## src/rtl/lift_pkg.sv

```systemverilog
// Shared constants, slot-state type and slot-to-floor mapping for the
// two-car, five-floor hall-call dispatcher.
package lift_pkg;

   localparam logic [1:0] UP_DIRECTION   = 2'b10;
   localparam logic [1:0] DOWN_DIRECTION = 2'b01;
   localparam logic [1:0] REST           = 2'b00;

   localparam int NUM_FLOORS   = 5;
   localparam int NUM_SLOTS    = 8;
   localparam int NUM_UP_SLOTS = NUM_SLOTS / 2;
   localparam int FLOOR_W      = $clog2(NUM_FLOORS);

   typedef enum logic [1:0] {
      IDLE,
      PENDING,
      ASG0,
      ASG1
   } slot_state_t;

   // Slots 0-3 are up calls at floors 0-3; slots 4-7 are down calls at floors 1-4.
   function automatic logic [FLOOR_W-1:0] slot_floor(input logic [2:0] slot);
      logic [2:0] floorNum;
      floorNum = slot[2] ? (slot - 3'd3) : slot;
      return floorNum[FLOOR_W-1:0];
   endfunction

endpackage

```

## src/rtl/dispatch_cost.sv

```systemverilog
// Cost of sending one car to a call floor: travel distance plus a penalty
// when the car is currently heading away from that floor.
module dispatch_cost
   import lift_pkg::*;
#(
   parameter int AWAY_PENALTY = 4
) (
   input  logic [FLOOR_W-1:0] carFloor,
   input  logic [1:0]         carDir,
   input  logic [FLOOR_W-1:0] callFloor,
   output logic [3:0]         cost
);

   logic [FLOOR_W-1:0] distance;
   logic               movingAway;

   always_comb begin
      distance   = (carFloor >= callFloor) ? (carFloor - callFloor) : (callFloor - carFloor);
      // A car at rest is never considered to be moving away.
      movingAway = ((carDir == UP_DIRECTION)   && (callFloor < carFloor)) ||
                   ((carDir == DOWN_DIRECTION) && (callFloor > carFloor));
      cost       = 4'(distance) + (movingAway ? 4'(AWAY_PENALTY) : 4'd0);
   end

endmodule

```

## src/rtl/hall_call_dispatcher.sv

```systemverilog
// Two-car hall-call dispatcher: latches calls into 8 slots, assigns one slot per
// cycle by cost, retires on car stops. DISPATCH_TIMEOUT_EN enables reassignment.
module hall_call_dispatcher
   import lift_pkg::*;
#(
   parameter int AWAY_PENALTY = 4
`ifdef DISPATCH_TIMEOUT_EN
   ,
   parameter int TIMEOUT_CYCLES = 64
`endif
) (
   input  logic       clk,
   input  logic       reset,
   input  logic [3:0] hall_up,
   input  logic [3:0] hall_down,
   input  logic [2:0] car0_floor,
   input  logic [1:0] car0_dir,
   input  logic       car0_stop,
   input  logic [2:0] car1_floor,
   input  logic [1:0] car1_dir,
   input  logic       car1_stop,
   output logic [3:0] car0_up_req,
   output logic [3:0] car0_down_req,
   output logic [3:0] car1_up_req,
   output logic [3:0] car1_down_req,
   output logic       assign_valid,
   output logic       assign_car,
   output logic [2:0] assign_slot
);

   genvar gi;

   logic [2:0]           scanPtr;
   logic [NUM_SLOTS-1:0] pressVec;
   logic [NUM_SLOTS-1:0] pendingVec;
   logic [NUM_SLOTS-1:0] asg0Vec;
   logic [NUM_SLOTS-1:0] asg1Vec;
   logic [FLOOR_W-1:0]   callFloor;
   logic                 assignNow;
   logic                 winnerCar;

   logic [FLOOR_W-1:0] carFloor    [2];
   logic [1:0]         carDir      [2];
   logic [3:0]         carCost     [2];
   logic [4:0]         prevPenalty [2];
   logic [4:0]         effCost     [2];

`ifdef DISPATCH_TIMEOUT_EN
   localparam int                 TIMER_W    = $clog2(TIMEOUT_CYCLES + 1);
   localparam logic [TIMER_W-1:0] TIMER_LAST = TIMER_W'(TIMEOUT_CYCLES - 1);

   logic [NUM_SLOTS-1:0] hasPrevVec;
   logic [NUM_SLOTS-1:0] prevOwnerVec;
`endif

   assign pressVec    = {hall_down, hall_up};
   assign callFloor   = slot_floor(scanPtr);
   assign assignNow   = pendingVec[scanPtr];
   assign carFloor[0] = car0_floor;
   assign carFloor[1] = car1_floor;
   assign carDir[0]   = car0_dir;
   assign carDir[1]   = car1_dir;

   // Cost of the slot under the scan pointer, evaluated for each car.
   for (gi = 0; gi < 2; gi++) begin : gCar
      dispatch_cost #(
         .AWAY_PENALTY(AWAY_PENALTY)
      ) uCost (
         .carFloor (carFloor[gi]),
         .carDir   (carDir[gi]),
         .callFloor(callFloor),
         .cost     (carCost[gi])
      );

`ifdef DISPATCH_TIMEOUT_EN
      // A car that let this call time out is handicapped on the reassignment.
      assign prevPenalty[gi] = (hasPrevVec[scanPtr] && (prevOwnerVec[scanPtr] == 1'(gi)))
                             ? 5'(AWAY_PENALTY) : 5'd0;
`else
      assign prevPenalty[gi] = 5'd0;
`endif
      assign effCost[gi] = {1'b0, carCost[gi]} + prevPenalty[gi];
   end

   // Ties go to car 0.
   assign winnerCar = (effCost[1] < effCost[0]);

   for (gi = 0; gi < NUM_SLOTS; gi++) begin : gSlot
      localparam logic [FLOOR_W-1:0] SLOT_FLOOR = slot_floor(3'(gi));
      localparam logic [1:0]         SERVE_DIR  = (gi < NUM_UP_SLOTS) ? UP_DIRECTION : DOWN_DIRECTION;

      slot_state_t stateReg;
      logic        press;
      logic        scanHit;
      logic        owner;
      logic        retireOwn;
      logic [1:0]  retire;

      assign press   = pressVec[gi];
      assign scanHit = (scanPtr == 3'(gi));
      assign owner   = (stateReg == ASG1);

      // A stop serves this slot only if the car's direction matches the call (or the car is at rest).
      assign retire[0] = car0_stop && (car0_floor == SLOT_FLOOR) &&
                         ((car0_dir == SERVE_DIR) || (car0_dir == REST));
      assign retire[1] = car1_stop && (car1_floor == SLOT_FLOOR) &&
                         ((car1_dir == SERVE_DIR) || (car1_dir == REST));
      assign retireOwn = owner ? retire[1] : retire[0];

`ifdef DISPATCH_TIMEOUT_EN
      logic [TIMER_W-1:0] timerReg;
      logic               hasPrevReg;
      logic               prevOwnerReg;
      logic               assigned;
      logic               expired;

      assign assigned         = (stateReg == ASG0) || (stateReg == ASG1);
      assign expired          = assigned && (timerReg == TIMER_LAST);
      assign hasPrevVec[gi]   = hasPrevReg;
      assign prevOwnerVec[gi] = prevOwnerReg;
`endif

      always_ff @(posedge clk) begin
         if (reset) begin
            stateReg <= IDLE;
`ifdef DISPATCH_TIMEOUT_EN
            timerReg     <= '0;
            hasPrevReg   <= 1'b0;
            prevOwnerReg <= 1'b0;
`endif
         end else begin
            case (stateReg)
               IDLE: begin
                  if (press) stateReg <= PENDING;
               end
               PENDING: begin
                  if (scanHit) begin
                     stateReg <= winnerCar ? ASG1 : ASG0;
`ifdef DISPATCH_TIMEOUT_EN
                     hasPrevReg <= 1'b0;
`endif
                  end
               end
               ASG0, ASG1: begin
                  // A new press arriving with the retiring stop re-opens the call.
                  if (retireOwn) begin
                     stateReg <= press ? PENDING : IDLE;
`ifdef DISPATCH_TIMEOUT_EN
                     hasPrevReg <= 1'b0;
`endif
                  end
`ifdef DISPATCH_TIMEOUT_EN
                  else if (expired) begin
                     stateReg     <= PENDING;
                     hasPrevReg   <= 1'b1;
                     prevOwnerReg <= owner;
                  end
`endif
               end
               default: stateReg <= IDLE;
            endcase
`ifdef DISPATCH_TIMEOUT_EN
            timerReg <= (assigned && !retireOwn && !expired) ? (timerReg + 1'b1) : '0;
`endif
         end
      end

      assign pendingVec[gi] = (stateReg == PENDING);
      assign asg0Vec[gi]    = (stateReg == ASG0);
      assign asg1Vec[gi]    = (stateReg == ASG1);
   end

   always_ff @(posedge clk) begin
      if (reset) begin
         scanPtr       <= 3'd0;
         car0_up_req   <= 4'd0;
         car0_down_req <= 4'd0;
         car1_up_req   <= 4'd0;
         car1_down_req <= 4'd0;
         assign_valid  <= 1'b0;
         assign_car    <= 1'b0;
         assign_slot   <= 3'd0;
      end else begin
         scanPtr       <= scanPtr + 3'd1;
         car0_up_req   <= asg0Vec[NUM_UP_SLOTS-1:0];
         car0_down_req <= asg0Vec[NUM_SLOTS-1:NUM_UP_SLOTS];
         car1_up_req   <= asg1Vec[NUM_UP_SLOTS-1:0];
         car1_down_req <= asg1Vec[NUM_SLOTS-1:NUM_UP_SLOTS];
         assign_valid  <= assignNow;
         if (assignNow) begin
            assign_car  <= winnerCar;
            assign_slot <= scanPtr;
         end
      end
   end

endmodule

```

## config.mk

```make
export PLATFORM = sky130hd
export DESIGN_NAME = hall_call_dispatcher
export DESIGN_NICKNAME = d
export VERILOG_FILES = /design/src/rtl/lift_pkg.sv /design/src/rtl/dispatch_cost.sv /design/src/rtl/hall_call_dispatcher.sv
export SDC_FILE = /design/constraint.sdc
export NUM_CORES = 1
export LEC_CHECK = 0
export BUFFER_PORTS_ARGS = -buffer_cell sky130_fd_sc_hd__buf_2
export CORE_AREA = 2 2 96 98
export DETAILED_ROUTE_END_ITERATION = 12
export DIE_AREA = 0 0 98 100
export GPL_ROUTABILITY_DRIVEN = 0
export SLEW_MARGIN = 20
export SYNTH_ARGS = -nofsm -noshare
export SYNTH_HDL_FRONTEND = slang
export SYNTH_SLANG_ARGS = --single-unit
```

## constraint.sdc

```tcl
create_clock -name clk -period 6.87 [get_ports clk]
set_input_delay 1.374 -clock clk [delete_from_list [all_inputs] [get_ports clk]]
set_output_delay 1.374 -clock clk [all_outputs]
set_load 0.01 [all_outputs]
```

==> results of run 1 <==
==> through the flow <==
stage / total power, mW / utilization (%) / area (sq um) / instances
CTS: 0.630 / 33.1 / 2940 / 429
global route: 0.661 / 33.1 / 2940 / 429
detailed placement: 0.476 / 32.2 / 2860 / 422
global placement: 0.472 / 32.2 / 2860 / 422
finish: 0.627 / 33.1 / 2940 / 429
floorplan: 0.413 / - / 2560 / 277
==> cells in the mapped netlist (all sizes together) (3+ instances only) <==
library cell  number
nand3b             4
a221oi             3
a211oi             4
mux2i              6
and3              10
mux2               3
o21ai              5
nand3             10
clkbuf             5
fa                 4
o21a               5
and2b              3
a21o               3
dfxtp             40
nor3b              8
inv               22
nor4               3
nor2              13
nand4b             3
nand2b             8
nor2b              6
a21oi             17
ha                25
xor2               3
nor3               6
nand2             16
buf                3
o32ai              3
==> final cells by class <==
class                   instances  area [sq um]
fillers                       952          5950
multi-input cells             207          1630
flip-flops and latches         40           801
repair buffers                 42           210
well taps                     111           139
inverters                      22          82.6
clock buffers                   5          68.8
clock inverters                 2          12.5
==> kinds of logic after synthesis <==
kind of cell	after synthesis	synth area share [%]
AOI/OAI and AO/OA	66	19.5
xor gates and xnor gates	5	1.71
adders and majority gates	29	15.3
buffers and inverters	30	5.13
DFF	40	31.3
muxes	10	4.54
and+or+nand+nor	97	22.5
==> sequential cells by signal, summed over array words and instances (netlist names) <==
| register | cells |
|---|---|
| gSlot.stateReg | 16 |
| scanPtr | 3 |
| assign_slot | 3 |
| car1_down_req | 4 |
| assign_car | 1 |
| car0_down_req | 4 |
| car1_up_req | 4 |
| assign_valid | 1 |
| car0_up_req | 4 |
==> metal layers <==
metal,up-vias,GRT usage (%)
met4,0,4.17
met1,1089,18.4
met2,56,22.6
li1,1095,-
met5,-,0
met3,9,2.37
==> power groups by stage <==
stage | logic [mW] | clock network [mW] | registers, mW
2_1_floorplan | 0.144 | 0 | 0.269
3_3_place_gp | 0.198 | 0 | 0.275
3_5_place_dp | 0.202 | 0 | 0.275
4_1_cts | 0.203 | 0.158 | 0.269
5_1_grt | 0.224 | 0.165 | 0.273
6_report | 0.204 | 0.153 | 0.269
==> worst max-delay path: stages (launching register included) <==
cell      delay (ns)
dfxtp_1         0.69
inv_1           0.18
ha_1            0.34
nand2_1         0.05
nand2_1         0.26
inv_1           0.19
ha_1            0.23
a21o_1          0.15
a21oi_1         0.23
mux2i_1         0.24
ha_1            0.25
ha_1            0.30
o21a_1          0.18
nor2_1          0.55
o32ai_1         0.19
a221oi_1        0.29
==> worst paths after layout <==
path / start / end / slack, ns / cells past startpoint
max: scanPtr[0] / gSlot[1].stateReg[0] / 2.45 / 15
min: assign_slot[0] / assign_slot[0] / 0.47 / 2
max reg2reg: scanPtr[0] / gSlot[1].stateReg[0] / 2.45 / 15
min reg2reg: assign_slot[0] / assign_slot[0] / 0.47 / 2
==> layout by cell type, fill, tap and decap left out, types with 3 or more instances in the layout <==
cell type,count
a211oi_1,4
a21o_1,3
a21oi_1,17
a221oi_1,3
and2b_2,3
and3_1,9
buf_2,42
clkbuf_8,5
dfxtp_1,40
fa_1,4
ha_1,25
inv_1,22
mux2_2,3
mux2i_1,6
nand2_1,16
nand2b_1,7
nand3_1,10
nand3b_1,3
nand4b_1,3
nor2_1,13
nor2b_1,6
nor3_1,6
nor3b_1,8
nor4_1,3
o21a_1,5
o21ai_0,5
o32ai_1,3
xor2_1,3
==> results.sh, run 1 <==
export IMPL_clock_root_buffer="clkbuf_8"
export IMPL_die_h_um=100
export IMPL_worst_path_max_fanout=14
export IMPL_ys_ff_latch=40
export IMPL_worst_skew_pair_late_latency_ns=0.30
export IMPL_relSlewSlack_pct=47.4
export IMPL_cts_buffers=5
export IMPL_drt_pass1_iterations=4
export IMPL_seq_area_frac_synth_pct=31.3
export IMPL_grt_start_max_net_pins=30
export IMPL_num_rows=35
export IMPL_switchingPower_mw=0.224
export IMPL_initial_utilization_pct=28.8
export IMPL_ctsHoldBuffers=0
export IMPL_drv_slew=0
export IMPL_wl_per_cell_um=15.6
export IMPL_path_clk_slew_ns=0.08
export IMPL_dp_slack_ns=2.28
export IMPL_whs_ns=0.465
export IMPL_routed_wl_um=6700
export IMPL_nets=369
export IMPL_crit_required_ns=7.07
export IMPL_run_status="completed"
export IMPL_area_growth_syn_to_layout_pct=14.9
export IMPL_arrival_ns=4.61
export IMPL_synthArstFlopShare_pct=0
export IMPL_drt_iter0_drc=143
export IMPL_criticalPathCategory="reg -> reg"
export IMPL_overflow=0
export IMPL_cts_sinks=40
export IMPL_wl_met3_um=311
export IMPL_vdd_drop_max_uv=59.9
export IMPL_cts_resized=0
export IMPL_grt_pass1_wl_um=10700
export IMPL_synth_area_top_cells="dfxtp_1, ha_1, a21oi_1"
export IMPL_drtAntennaViolNets=0
export IMPL_antenna_found_initial=0
export IMPL_final_setup_viol_count=0
export IMPL_cp_end_kind="flop"
export IMPL_via_per_inst=5.24
export IMPL_syn_instance_count=277
export IMPL_drv_cap=0
export IMPL_vias=2249
export IMPL_period_minus_slack_ns=4.42
export IMPL_synthesis_nets=328
export IMPL_cts_max_path_buffers=2
export IMPL_p_comb_share_pct=32.6
export IMPL_hold_path_class="reg -> reg"
export IMPL_worst_slew_pin_slew_ns=0.787
export IMPL_drive_above_1_share_pct=20.4
export IMPL_portBuffers=42
export IMPL_yosysTopAreaCellShare_pct=31.3
export IMPL_die_area_sq_um=9800
export IMPL_synth_distinct_cells=62
export IMPL_fin_setup_tns_ns=0
export IMPL_synth_edf_count=0
export IMPL_cts_setup_buffers=0
export IMPL_rsz0062_at_grt="false"
export IMPL_cts_tree="done"
export IMPL_netSwitchingFraction_pct=35.8
export IMPL_yosys_warnings=0
export IMPL_yosysTopAreaCell="dfxtp_1"
export IMPL_start_kind="flop"
export IMPL_synth_flop_cell="dfxtp_1"
export IMPL_routed_top_layer="met4"
export IMPL_met2_length_um=3200
export IMPL_max_freq_mhz=226
export IMPL_netlist_area_sq_um=2560
export IMPL_core_area_sq_um=8890
export IMPL_powerDensity_nw_per_um2=213
export IMPL_power_leakage_nw=1.29
export IMPL_power_internal_mw=0.403
export IMPL_period_share_pct=64.3
export IMPL_fin_worst_skew_ns=0.0116
export IMPL_power_frac_clock_pct=24.4
export IMPL_die_x_um=98
export IMPL_num_antenna_cells=0
export IMPL_ctsHtreeMaxLevel=2
export IMPL_seqPwrFrac_pct=43.0
export IMPL_grt_pass1_vias=2158
export IMPL_io_pins=43
export IMPL_setup_ws_ns=2.45
export IMPL_synth_area_per_cell_sq_um=9.25
export IMPL_post_route_drc_count=0
export IMPL_wl_met1_um=3100
export IMPL_globalRouteTotalUtil_pct=13.7
export IMPL_finalHoldViolCount=0
export IMPL_hpwl_um=5120
Note: power is estimated with default switching activity, not from simulation.
==> run 2: changes to the inputs <==
Settings changed: ABC_AREA set to 1, CORE_AREA 2 2 96 98 to 2 2 98 100, DIE_AREA 0 0 98 100 to 0 0 100 102.
Clock period 6.87 ns to 3.9 ns, I/O delays scaled along.
==> results.sh, run 2 <==
export IMPL_syn_instance_count=400
export IMPL_fin_worst_skew_ns=0.00442
export IMPL_cp_slowest_stage_delay_ns=0.45
export IMPL_num_rows=35
export IMPL_initial_utilization_pct=29.7
export IMPL_routed_wl_um=6530
export IMPL_clock_root_buffer="clkbuf_8"
export IMPL_core_area_sq_um=9110
export IMPL_fin_total_pwr_mw=1.19
export IMPL_path_clk_slew_ns=0.08
export IMPL_vdd_drop_max_uv=140
export IMPL_power_frac_clock_pct=24.2
export IMPL_netlist_top_cells_count="nand2_1, inv_1, nand3_1"
export IMPL_path_cells="inv_1, ha_1, nand2_1, o21ai_0, inv_1, fa_1, xor2_1, nand2_1, o21ai_0, ha_1, ha_1, nand2_1, inv_1, nand2_1, nand2_2, nand3_1, a21oi_1, nor2_1"
export IMPL_synth_distinct_cells=27
export IMPL_worst_slew_pin_slew_ns=0.603
export IMPL_synth_edf_count=0
export IMPL_cts_tree="done"
export IMPL_netlist_area_sq_um=2700
export IMPL_synth_flop_cell="dfxtp_1"
export IMPL_top_register="gSlot.stateReg"
export IMPL_nets=497
export IMPL_synth_area_per_cell_sq_um=6.76
export IMPL_num_antenna_cells=0
export IMPL_switchingPower_mw=0.446
export IMPL_area_growth_syn_to_layout_pct=15.7
export IMPL_reg2reg_to="gSlot[0].stateReg[0]"
export IMPL_wl_per_cell_um=11.7
export IMPL_drv_slew=0
export IMPL_reg2reg_from="scanPtr[1]"
export IMPL_io_pins=43
export IMPL_mostFrequentLayoutCell="nand2_1"
export IMPL_grt_pass1_wl_um=11200
export IMPL_antenna_found_initial=0
export IMPL_synthesis_nets=451
export IMPL_grt_start_max_net_pins=30
export IMPL_r2r_slack_ns=0.40
export IMPL_yosysTopAreaCellShare_pct=29.6
export IMPL_ys_ff_latch=40
export IMPL_fin_setup_tns_ns=0
export IMPL_ctsHoldBuffers=0
export IMPL_p_comb_share_pct=34.9
export IMPL_synth_area_top_cells="dfxtp_1, nand2_1, ha_1"
export IMPL_cts_sinks=40
export IMPL_yosysTopAreaCell="dfxtp_1"
export IMPL_via_per_inst=4.50
export IMPL_die_h_um=102
export IMPL_crit_path_top_delay_cell="fa_1"
export IMPL_worst_skew_pair_late_latency_ns=0.29
export IMPL_cts_buffers=5
export IMPL_startpoint="scanPtr[1]"
export IMPL_largest_register_ffs=16
export IMPL_grt_pass1_vias=2432
export IMPL_critical_path_most_common_cell="nand2_1"
export IMPL_ctsHtreeMaxLevel=2
export IMPL_ff2ff_path_depth=18
export IMPL_synthArstFlopShare_pct=0
export IMPL_period_share_pct=89.6
export IMPL_rsz0062_at_grt="false"
export IMPL_seqPwrFrac_pct=40.9
export IMPL_die_area_sq_um=10200
export IMPL_cp_end_kind="flop"
export IMPL_arrival_ns=3.68
export IMPL_criticalPathCategory="reg -> reg"
export IMPL_drtAntennaViolNets=0
export IMPL_crit_required_ns=4.09
export IMPL_power_leakage_nw=1.65
export IMPL_finalHoldViolCount=0
export IMPL_start_kind="flop"
export IMPL_final_setup_viol_count=0
export IMPL_drt_pass1_iterations=4
export IMPL_globalRouteTotalUtil_pct=13.7
export IMPL_endpoint="gSlot[0].stateReg[0]"
export IMPL_power_internal_mw=0.743
export IMPL_portBuffers=42
export IMPL_period_minus_slack_ns=3.50
export IMPL_drive_above_1_share_pct=19.0
export IMPL_worst_path_max_fanout=8
export IMPL_relSlewSlack_pct=59.3
export IMPL_cts_max_path_buffers=2
export IMPL_run_status="completed"
export IMPL_hold_path_class="reg -> reg"
export IMPL_vias=2511
export IMPL_die_x_um=100
export IMPL_final_cell_mix="nand2_1, inv_1, buf_2"
export IMPL_synth_most_common_cell="nand2_1"
export IMPL_cts_setup_buffers=0
export IMPL_netSwitchingFraction_pct=37.5
export IMPL_max_freq_mhz=286
export IMPL_seq_area_frac_synth_pct=29.6
export IMPL_post_route_drc_count=0
export IMPL_powerDensity_nw_per_um2=380
export IMPL_hpwl_um=5180
export IMPL_yosys_warnings=0
export IMPL_overflow=0
export IMPL_drv_cap=0
export IMPL_drt_iter0_drc=79
==> run 2: worst min path at each step <==
stage / startpoint / to / slack, ns / depth (start not counted)
6_report: assign_slot[2] / assign_slot[2] / 0.47 / 2
5_1_grt: assign_slot[2] / assign_slot[2] / 0.53 / 2
4_1_cts: assign_slot[2] / assign_slot[2] / 0.48 / 2
3_5_place_dp: assign_slot[2] / assign_slot[2] / 0.46 / 2
3_3_place_gp: assign_slot[2] / assign_slot[2] / 0.46 / 2
2_1_floorplan: gSlot[5].stateReg[1] / car0_down_req[1] / 0.46 / 2
==> run 2: layer usage <==
metal / vias up / share of wire (%) / wire length [um] / GRT usage [%]
met3: 10 / 5.0 / 324 / 2.67
met5: - / 0 / 0 / 0
met2: 54 / 46 / 3000 / 23.7
met1: 1088 / 47 / 3090 / 17.5
met4: 0 / 1.7 / 108 / 4.00
li1: 1359 / - / - / -
==> run 2: critical path: cells and delay by family, from the launching register on <==
family | cells | cell delay [ns]
fa+ha+maj | 4 | 1.34
flops | 1 | 0.40
xor+xnor | 1 | 0.17
buf+inv | 3 | 0.43
compound gates | 3 | 0.47
simple gates | 7 | 0.59
==> run 2: cells by family (layout without fill, tap and decap cells) <==
logic type               Yosys count  count (layout)  synth area share (%)
AND/OR/NAND/NOR                  205             205                  33.1
buffers and inverters             77             124                  11.5
AO/OA/AOI/OAI                     42              42                  8.79
flip-flops                        40              40                  29.6
adder cells (fa/ha/maj)           29              29                  14.5
XOR/XNOR                           5               5                  1.62
multiplexers                       2               2                 0.833
==> run 2: through the flow <==
stage | cells | setup slack, ns | util [%] | hold WS [ns] | area (sq um)
after global placement | 550 | 0.382 | 33.3 | 0.460 | 3030
after floorplan | 400 | 0.633 | - | 0.458 | 2700
after CTS | 558 | 0.220 | 34.3 | 0.478 | 3130
after detailed placement | 550 | 0.288 | 33.3 | 0.464 | 3030
final | 558 | 0.404 | 34.4 | 0.472 | 3130
after global routing | 558 | 0.0769 | 34.4 | 0.532 | 3130
==> run 2: final cells by class <==
type                    count  area, sq um
clock buffers               6         82.6
clock inverters             2         10.0
fillers                   998         5980
inverters                  71          269
multi-input cells         283         1600
flip-flops and latches     40          801
well taps                 111          139
repair buffers             45          233
==> run 2: repair_timing <==
item,4_1_cts,5_1_grt
hold endpoints to repair,0,0
resized for setup,0,1
setup endpoints to repair,0,4
==> run 2: power by group through the flow <==
stage                     logic [mW]  clock network [mW]  registers (mW)
final                          0.415               0.288           0.486
after global placement         0.407                   0           0.494
after floorplan                0.302                   0           0.493
after CTS                      0.415               0.297           0.486
after detailed placement       0.411                   0           0.496
after global routing           0.486               0.312           0.494
